$ cat src/rtl/fx2_slave_fifo_streamer_if.sv
// -----------------------------------------------------------------------------
// fx2_slave_fifo_streamer_if
//
// Purpose:
//   Groups the sample-stream input and the FX2LP slave-FIFO write bus that
//   fx2_slave_fifo_streamer sits between.
//
// Signals:
//   s_data       sample word from the DSP chain (ch0 in the least significant bytes)
//   s_valid      one-cycle strobe per sample word, no backpressure
//   flag_full_n  FX2 endpoint FULL flag, active low
//   fd           8-bit FX2 data bus
//   slwr_n       FX2 write strobe, active low
//   pktend_n     FX2 packet end strobe, active low
//
// Modports:
//   master  the streamer: consumes samples and the FULL flag, drives the FX2 bus
//   slave   the environment: supplies samples and the FULL flag, observes the bus
// -----------------------------------------------------------------------------
interface fx2_slave_fifo_streamer_if #(
   parameter int DATA_W = 32
);
   logic [DATA_W-1:0] s_data;
   logic              s_valid;
   logic              flag_full_n;
   logic [7:0]        fd;
   logic              slwr_n;
   logic              pktend_n;

   modport master (
      input  s_data,
      input  s_valid,
      input  flag_full_n,
      output fd,
      output slwr_n,
      output pktend_n
   );

   modport slave (
      output s_data,
      output s_valid,
      output flag_full_n,
      input  fd,
      input  slwr_n,
      input  pktend_n
   );
endinterface

$ cat src/rtl/fx2_slave_fifo_streamer.sv
// -----------------------------------------------------------------------------
// fx2_slave_fifo_streamer
//
// Purpose:
//   Tail of the SDR chain. Buffers NUM_CH-channel sample words coming from the
//   CIC/FIR stages, serialises each word little-endian onto the FX2LP 8-bit
//   slave-FIFO data bus and strobes SLWR#. Stalls while the FX2 endpoint reports
//   FULL, counts words dropped because the buffer had no room, and commits a
//   partial packet with PKTEND# when a flush is requested.
//
// Parameters:
//   NUM_CH        channels per sample word (ch0 in the LS bytes, sent first)
//   SAMPLE_BYTES  bytes per channel
//   FIFO_DEPTH    input buffer depth in words (power of 2, >= 2)
//   PKT_BYTES     FX2 endpoint packet size in bytes
//
// Ports:
//   clk          stream clock (IFCLK domain), all logic on the rising edge
//   reset_n      synchronous active-low reset
//   enable_i     1 = accept input words (buffered words drain regardless)
//   flush_i      pulse: commit the partial packet once the buffer has drained
//   testpat_i    (only with FX2_STREAM_TESTPAT_EN) 1 = send counter bytes
//   bus          master side of fx2_slave_fifo_streamer_if (samples in, FX2 bus out)
//   ovf_count_o  dropped-word counter, saturating at 16'hFFFF
//   level_o      number of words held in the input buffer
//
// Configuration:
//   FX2_STREAM_TESTPAT_EN  when defined, adds testpat_i and an 8-bit counter that
//                          replaces the data bytes on fd while testpat_i is high.
//                          When undefined, fd always carries buffered data.
// -----------------------------------------------------------------------------
module fx2_slave_fifo_streamer #(
   parameter int NUM_CH       = 2,
   parameter int SAMPLE_BYTES = 2,
   parameter int FIFO_DEPTH   = 16,
   parameter int PKT_BYTES    = 512
) (
   input  logic                        clk,
   input  logic                        reset_n,
   input  logic                        enable_i,
   input  logic                        flush_i,
`ifdef FX2_STREAM_TESTPAT_EN
   input  logic                        testpat_i,
`endif
   fx2_slave_fifo_streamer_if.master   bus,
   output logic [15:0]                 ovf_count_o,
   output logic [$clog2(FIFO_DEPTH):0] level_o
);

   localparam int WORD_BYTES = NUM_CH * SAMPLE_BYTES;
   localparam int DATA_W     = WORD_BYTES * 8;
   localparam int AW         = $clog2(FIFO_DEPTH);
   localparam int IW         = (WORD_BYTES > 1) ? $clog2(WORD_BYTES) : 1;
   localparam int PW         = (PKT_BYTES > 1) ? $clog2(PKT_BYTES) : 1;

   localparam logic [AW:0]   DEPTH_L  = (AW+1)'(FIFO_DEPTH);
   localparam logic [IW-1:0] LAST_IDX = IW'(WORD_BYTES - 1);
   localparam logic [PW-1:0] PKT_LAST = PW'(PKT_BYTES - 1);

   typedef enum logic [1:0] {
      IDLE   = 2'd0,
      SEND   = 2'd1,
      PKTEND = 2'd2
   } state_t;

   // Buffer storage and the word being serialised carry no reset: only the
   // pointers/count decide what is valid.
   logic [DATA_W-1:0] mem_q [FIFO_DEPTH];
   logic [DATA_W-1:0] word_q, word_d;

   state_t            state_q, state_d;
   logic [AW-1:0]     wr_ptr_q, wr_ptr_d;
   logic [AW-1:0]     rd_ptr_q, rd_ptr_d;
   logic [AW:0]       count_q, count_d;
   logic [15:0]       ovf_q, ovf_d;
   logic [IW-1:0]     idx_q, idx_d;
   logic [PW-1:0]     pkt_q, pkt_d;
   logic              flush_q, flush_d;
   logic [7:0]        fd_q, fd_d;
   logic              slwr_n_q, slwr_n_d;
   logic              pktend_n_q, pktend_n_d;
`ifdef FX2_STREAM_TESTPAT_EN
   logic [7:0]        tp_q, tp_d;
`endif

   logic              push_req;
   logic              push_ok;
   logic              pop;
   logic              flush_clr;
   logic              write;
   logic [7:0]        cur_byte;

   // Byte currently addressed inside the held word, LS byte first.
   assign cur_byte = word_q[{idx_q, 3'b000} +: 8];

   // -------------------------------------------------------------------------
   // Next-state and output logic
   // -------------------------------------------------------------------------
   always_comb begin
      state_d    = state_q;
      word_d     = word_q;
      idx_d      = idx_q;
      pkt_d      = pkt_q;
      fd_d       = fd_q;
      slwr_n_d   = 1'b1;
      pktend_n_d = 1'b1;
      pop        = 1'b0;
      flush_clr  = 1'b0;
      write      = 1'b0;

      case (state_q)
         IDLE: begin
            if (count_q != '0) begin
               pop     = 1'b1;
               word_d  = mem_q[rd_ptr_q];
               idx_d   = '0;
               state_d = SEND;
            end else if (flush_q) begin
               // An empty packet is never committed; the request is simply consumed.
               flush_clr = 1'b1;
               if (pkt_q != '0) begin
                  state_d    = PKTEND;
                  pkt_d      = '0;
                  pktend_n_d = 1'b0;
               end
            end
         end

         SEND: begin
            // With FULL asserted nothing moves, so the byte is retried next cycle.
            if (bus.flag_full_n) begin
               write    = 1'b1;
               slwr_n_d = 1'b0;
`ifdef FX2_STREAM_TESTPAT_EN
               fd_d     = testpat_i ? tp_q : cur_byte;
`else
               fd_d     = cur_byte;
`endif
               pkt_d    = (pkt_q == PKT_LAST) ? '0 : pkt_q + 1'b1;
               if (idx_q == LAST_IDX) begin
                  if (count_q != '0) begin
                     // Reload in the same cycle so words stream without a gap.
                     pop    = 1'b1;
                     word_d = mem_q[rd_ptr_q];
                     idx_d  = '0;
                  end else begin
                     state_d = IDLE;
                  end
               end else begin
                  idx_d = idx_q + 1'b1;
               end
            end
         end

         PKTEND: begin
            state_d = IDLE;
         end

         default: begin
            state_d = IDLE;
         end
      endcase
   end

   // -------------------------------------------------------------------------
   // Buffer bookkeeping, overflow counter and flush latch
   // -------------------------------------------------------------------------
   assign push_req = bus.s_valid & enable_i;
   // A full buffer still takes a word when a slot is freed in the same cycle.
   assign push_ok  = push_req & ((count_q < DEPTH_L) | pop);

   always_comb begin
      wr_ptr_d = wr_ptr_q;
      rd_ptr_d = rd_ptr_q;
      count_d  = count_q;
      ovf_d    = ovf_q;

      if (push_ok) begin
         wr_ptr_d = wr_ptr_q + 1'b1;
      end
      if (pop) begin
         rd_ptr_d = rd_ptr_q + 1'b1;
      end

      case ({push_ok, pop})
         2'b10:   count_d = count_q + 1'b1;
         2'b01:   count_d = count_q - 1'b1;
         default: count_d = count_q;
      endcase

      if (push_req && !push_ok && (ovf_q != 16'hFFFF)) begin
         ovf_d = ovf_q + 16'd1;
      end
   end

   // A new request wins over the clear so a flush arriving while one is being
   // serviced is kept for the next pass through IDLE.
   assign flush_d = flush_i | (flush_q & ~flush_clr);

`ifdef FX2_STREAM_TESTPAT_EN
   assign tp_d = write ? tp_q + 8'd1 : tp_q;
`endif

   // -------------------------------------------------------------------------
   // Registers
   // -------------------------------------------------------------------------
   always_ff @(posedge clk) begin
      if (!reset_n) begin
         state_q    <= IDLE;
         wr_ptr_q   <= '0;
         rd_ptr_q   <= '0;
         count_q    <= '0;
         ovf_q      <= '0;
         idx_q      <= '0;
         pkt_q      <= '0;
         flush_q    <= 1'b0;
         fd_q       <= '0;
         slwr_n_q   <= 1'b1;
         pktend_n_q <= 1'b1;
      end else begin
         state_q    <= state_d;
         wr_ptr_q   <= wr_ptr_d;
         rd_ptr_q   <= rd_ptr_d;
         count_q    <= count_d;
         ovf_q      <= ovf_d;
         idx_q      <= idx_d;
         pkt_q      <= pkt_d;
         flush_q    <= flush_d;
         fd_q       <= fd_d;
         slwr_n_q   <= slwr_n_d;
         pktend_n_q <= pktend_n_d;
      end
   end

`ifdef FX2_STREAM_TESTPAT_EN
   always_ff @(posedge clk) begin
      if (!reset_n) begin
         tp_q <= '0;
      end else begin
         tp_q <= tp_d;
      end
   end
`endif

   always_ff @(posedge clk) begin
      if (push_ok) begin
         mem_q[wr_ptr_q] <= bus.s_data;
      end
      word_q <= word_d;
   end

   assign bus.fd       = fd_q;
   assign bus.slwr_n   = slwr_n_q;
   assign bus.pktend_n = pktend_n_q;
   assign ovf_count_o  = ovf_q;
   assign level_o      = count_q;

endmodule

$ cat src/flat_wrapper.sv
// flat-port wrapper written by rule: the top's interface ports become plain ports
module fx2_slave_fifo_streamer_flat 
#(
   parameter int NUM_CH       = 2,
   parameter int SAMPLE_BYTES = 2,
   parameter int FIFO_DEPTH   = 16,
   parameter int PKT_BYTES    = 512
)
  (clk, reset_n, enable_i, flush_i, ovf_count_o, level_o, bus_s_data, bus_s_valid, bus_flag_full_n, bus_fd, bus_slwr_n, bus_pktend_n);
  fx2_slave_fifo_streamer_if #(.DATA_W(32)) bus_i ();
  input  logic clk;
  input  logic reset_n;
  input  logic enable_i;
  input  logic flush_i;
  output logic [15:0] ovf_count_o;
  output logic [$clog2(FIFO_DEPTH):0] level_o;
  input wire logic [$bits(bus_i.s_data)-1:0] bus_s_data;
  input wire logic [$bits(bus_i.s_valid)-1:0] bus_s_valid;
  input wire logic [$bits(bus_i.flag_full_n)-1:0] bus_flag_full_n;
  output wire logic [$bits(bus_i.fd)-1:0] bus_fd;
  output wire logic [$bits(bus_i.slwr_n)-1:0] bus_slwr_n;
  output wire logic [$bits(bus_i.pktend_n)-1:0] bus_pktend_n;
  assign bus_i.s_data = bus_s_data;
  assign bus_i.s_valid = bus_s_valid;
  assign bus_i.flag_full_n = bus_flag_full_n;
  assign bus_fd = bus_i.fd;
  assign bus_slwr_n = bus_i.slwr_n;
  assign bus_pktend_n = bus_i.pktend_n;
  fx2_slave_fifo_streamer #(.NUM_CH(NUM_CH), .SAMPLE_BYTES(SAMPLE_BYTES), .FIFO_DEPTH(FIFO_DEPTH), .PKT_BYTES(PKT_BYTES)) u_core (.clk(clk), .reset_n(reset_n), .enable_i(enable_i), .flush_i(flush_i), .bus(bus_i), .ovf_count_o(ovf_count_o), .level_o(level_o));
endmodule
$ cat config.mk
export PLATFORM = sky130hd
export DESIGN_NAME = fx2_slave_fifo_streamer_flat
export DESIGN_NICKNAME = d
export VERILOG_FILES = /design/src/rtl/fx2_slave_fifo_streamer_if.sv /design/src/rtl/fx2_slave_fifo_streamer.sv /design/src/flat_wrapper.sv
export SDC_FILE = /design/constraint.sdc
export NUM_CORES = 1
export LEC_CHECK = 0
export CAP_MARGIN = 20
export CORE_MARGIN = 2
export CORE_UTILIZATION = 61
export CTS_CLUSTER_DIAMETER = 40
export CTS_CLUSTER_SIZE = 12
export DETAILED_ROUTE_END_ITERATION = 8
export HOLD_SLACK_MARGIN = 0.02
export PLACE_DENSITY_LB_ADDON = 0.15
export SLEW_MARGIN = 5
export SYNTH_ARGS = -nofsm -noshare
export SYNTH_HDL_FRONTEND = slang
export SYNTH_SLANG_ARGS = --single-unit
$ cat constraint.sdc
create_clock -name clk -period 5.2 [get_ports clk]
set_input_delay 1.56 -clock clk [delete_from_list [all_inputs] [get_ports clk]]
set_output_delay 1.56 -clock clk [all_outputs]
set_load 0.02 [all_outputs]
==> flow_summary.ini <==
[setup_path]
r2r_end = u_core.level_o[2]$_SDFFE_PN0P_
r2r_setup_slack_ns = 2.09
endpoint = u_core.level_o[2]$_SDFFE_PN0P_
crit_path_end_kind = flop
setup.worst_path.start = bus_flag_full_n
worstPathMaxFanout = 8
r2r_cells = 11
arrival_ns = 4.16
crit_type = input port to flop
cp.required_ns = 5.72
worst_setup_path_start_kind = input port
r2r-start = u_core.idx_q[0]$_SDFFE_PN0P_

[grt]
grt_use_met2 = 0.408
grt_overflow_total = 0
antenna_found_initial = 3
use_met3 = 0.0641
grt_pass1_vias = 11700
grt_pass1_wl_mm = 77.8
grt_max_degree = 59
use_met1 = 0.400
grt.busiest_layer = met2
grt_usage = 0.268

[synth]
postSynthAreaPerCell_um2 = 20.9
yosysWarnings = 0
yosys.area_share.simple = 0.0373
synth_area_leaders = edfxtp_1 70%, mux4_2 14%, dfxtp_1 4.9%, mux4_1 2.5%, nand2_1 0.80%
synthAdderAreaFrac = 0.00746
yosys.area.top_type = edfxtp_1
syn_area_um2 = 23500
synth-edff-count = 544
synthFlopType = edfxtp_1
yosysMostFrequentCell = edfxtp_1
synthDominantCellAreaShare = 0.696
synth_top_family_by_area = multiplexers
synth_nets = 1177
yosys-top-cells-count = 544 x edfxtp_1, 146 x mux4_2, 57 x dfxtp_1
synth_cell_types = 62
ys_ff_latch = 601
yosysSeqAreaShare = 0.744
synthXorXnorAreaFrac = 0.00187
synth_mux_area_frac = 0.170
synthArstFlopShare = 0
synth_compound_area_frac = 0.0222
syn_inst = 1125

[clock_tree]
cts_hold_buf = 0
htreeDepth = 3
cts_root_buf = clkbuf_16
tritoncts = yes
cts_inserted_buffers = 73
cts_resized = 0
max-clock-path-buffers = 3
insertion_delay_ns = 0.59
clk_pin_slew_worst_paths_ns = 0.05
clock_sinks = 601
post_cts_buffers = 0

[timing]
worst_slack_ns = 1.56
maxClockFrequency_ghz = 0.275
min_period_over_period = 0.700
rsz0062_at_grt = false
setup_viol = 0
clock-skew-final_ns = 0.0208
drv_slew = 0
fin_crit_ns = 3.64
hold_viol = 0
slew_headroom = 0.340
fin_tns_setup_ns = 0
worstMarginPinSlew_ns = 0.990

[route]
vias_per_cell = 6.50
dr.pass1.iters = 5
final_antenna_net_count = 0
remaining_drc_errors = 0
wl_per_cell_um = 28.9
via_count = 11700
initialDrtViolationCount = 1250
wl_mm = 51.9

[cells_and_area]
layout.nets = 1292
nFillCells = 2202
fin_cells = 1798
syn_to_final_growth_pct = 16.4
drive_gt1_frac = 0.244
design_area_um2 = 27300

[run]
drv_cap = 0

[floorplanning]
die_x_um = 200
core.rowCount = 71
dieArea_um2 = 40100
die_h_um = 200
coreArea_um2 = 37800
ios = 69
start_util = 0.622

[power_and_ir_drop]
power_leakage_nw = 8.51
peakVddDrop_v = 0.000330
p_per_area_nw_per_um2 = 491

[placement]
pre_cts_ws_ns = 1.02
port_buffers = 68
placedCellCount = 1676
finalWeightedCongestion = 0.803
place_area_um2 = 24900
place.detailed.hpwl_mm = 30.6

[status]
status = completed

[worst_hold_path]
hold_path_class = flop to flop
where the power goes:
group	internal, mW	total, mW	switching [mW]
registers	5.57	5.87	0.298
clock network	3.09	5.05	1.96
logic	1.26	2.50	1.24
cell families after synthesis:
logic type,after synthesis
xor+xnor,5
flops,601
simple gates,170
buf+inv,72
fa+ha+maj,14
mux,181
compound gates,82
layout by cell type (no fill, tap or decap), types with 18 or more instances in the layout:
| cell | n |
|---|---|
| clkdlybuf4s50_1 | 68 |
| buf_4 | 25 |
| mux4_2 | 146 |
| edfxtp_1 | 544 |
| dfxtp_1 | 53 |
| nand3_1 | 18 |
| nand2_1 | 50 |
| a21oi_1 | 30 |
| mux4_1 | 22 |
| clkbuf_16 | 76 |
flip-flops by register name (all words and copies together), names as in the netlist, 2 cells and up, named ones only:
| register | flops |
|---|---|
| u_core.bus.fd | 8 |
| u_core.idx_q | 2 |
| u_core.level_o | 5 |
| u_core.mem_q | 512 |
| u_core.ovf_count_o | 16 |
| u_core.pkt_q | 9 |
| u_core.rd_ptr_q | 4 |
| u_core.state_q | 2 |
| u_core.word_q | 32 |
| u_core.wr_ptr_q | 4 |
layer usage:
| metal | vias to the layer above | part of all wire |
|---|---|---|
| met5 | - | 0.00044 |
| met4 | 4 | 0.019 |
| met3 | 81 | 0.089 |
| met2 | 595 | 0.47 |
| met1 | 6051 | 0.42 |
| li1 | 4951 | - |
final cells by class:
cell class | instances | area [um^2] | share of cell area
Sequential cell | 601 | 17500 | 0.640
Multi-Input combinational cell | 452 | 5720 | 0.209
Clock buffer | 83 | 1930 | 0.0705
Timing Repair Buffer | 101 | 1030 | 0.0376
Tap cell | 511 | 639 | 0.0234
Clock inverter | 38 | 490 | 0.0179
Inverter | 11 | 41.3 | 0.00151
Antenna cell | 1 | 2.50 | 0.0000915
metrics by stage:
stage          hold WS, ns  utilization  power, mW
2_1_floorplan        0.440            -       7.67
3_3_place_gp         0.447        0.660       8.45
3_5_place_dp         0.450        0.660       8.46
4_1_cts              0.458        0.724       13.5
5_1_grt              0.482        0.724       13.9
6_report             0.461        0.724       13.4
critical path, cell delays in order:
cell and delay (ns):
clkdlybuf4s50_1 0.59, a21bo_2 0.22, o211ai_1 0.18, inv_2 0.16, ha_1 0.35, xor2_1 0.20, ha_1 0.22, a21oi_1 0.06
xor2_1 0.16, or3_1 0.32, a21oi_1 0.14
how the worst min path moves through the flow:
stage | start | slack, ns | to | depth (start not counted)
after floorplan | u_core.pkt_q[8]$_SDFFE_PN0P_ | 0.44 | u_core.pkt_q[8]$_SDFFE_PN0P_ | 2
after global routing | u_core.bus.fd[5]$_SDFFE_PN0P_ | 0.48 | u_core.bus.fd[5]$_SDFFE_PN0P_ | 2
after global placement | u_core.bus.fd[4]$_SDFFE_PN0P_ | 0.45 | u_core.bus.fd[4]$_SDFFE_PN0P_ | 2
after CTS | u_core.bus.fd[5]$_SDFFE_PN0P_ | 0.46 | u_core.bus.fd[5]$_SDFFE_PN0P_ | 2
final | u_core.bus.fd[5]$_SDFFE_PN0P_ | 0.46 | u_core.bus.fd[5]$_SDFFE_PN0P_ | 2
after detailed placement | u_core.bus.fd[5]$_SDFFE_PN0P_ | 0.45 | u_core.bus.fd[5]$_SDFFE_PN0P_ | 2
No activity file was read; power rests on OpenSTA's default activity.
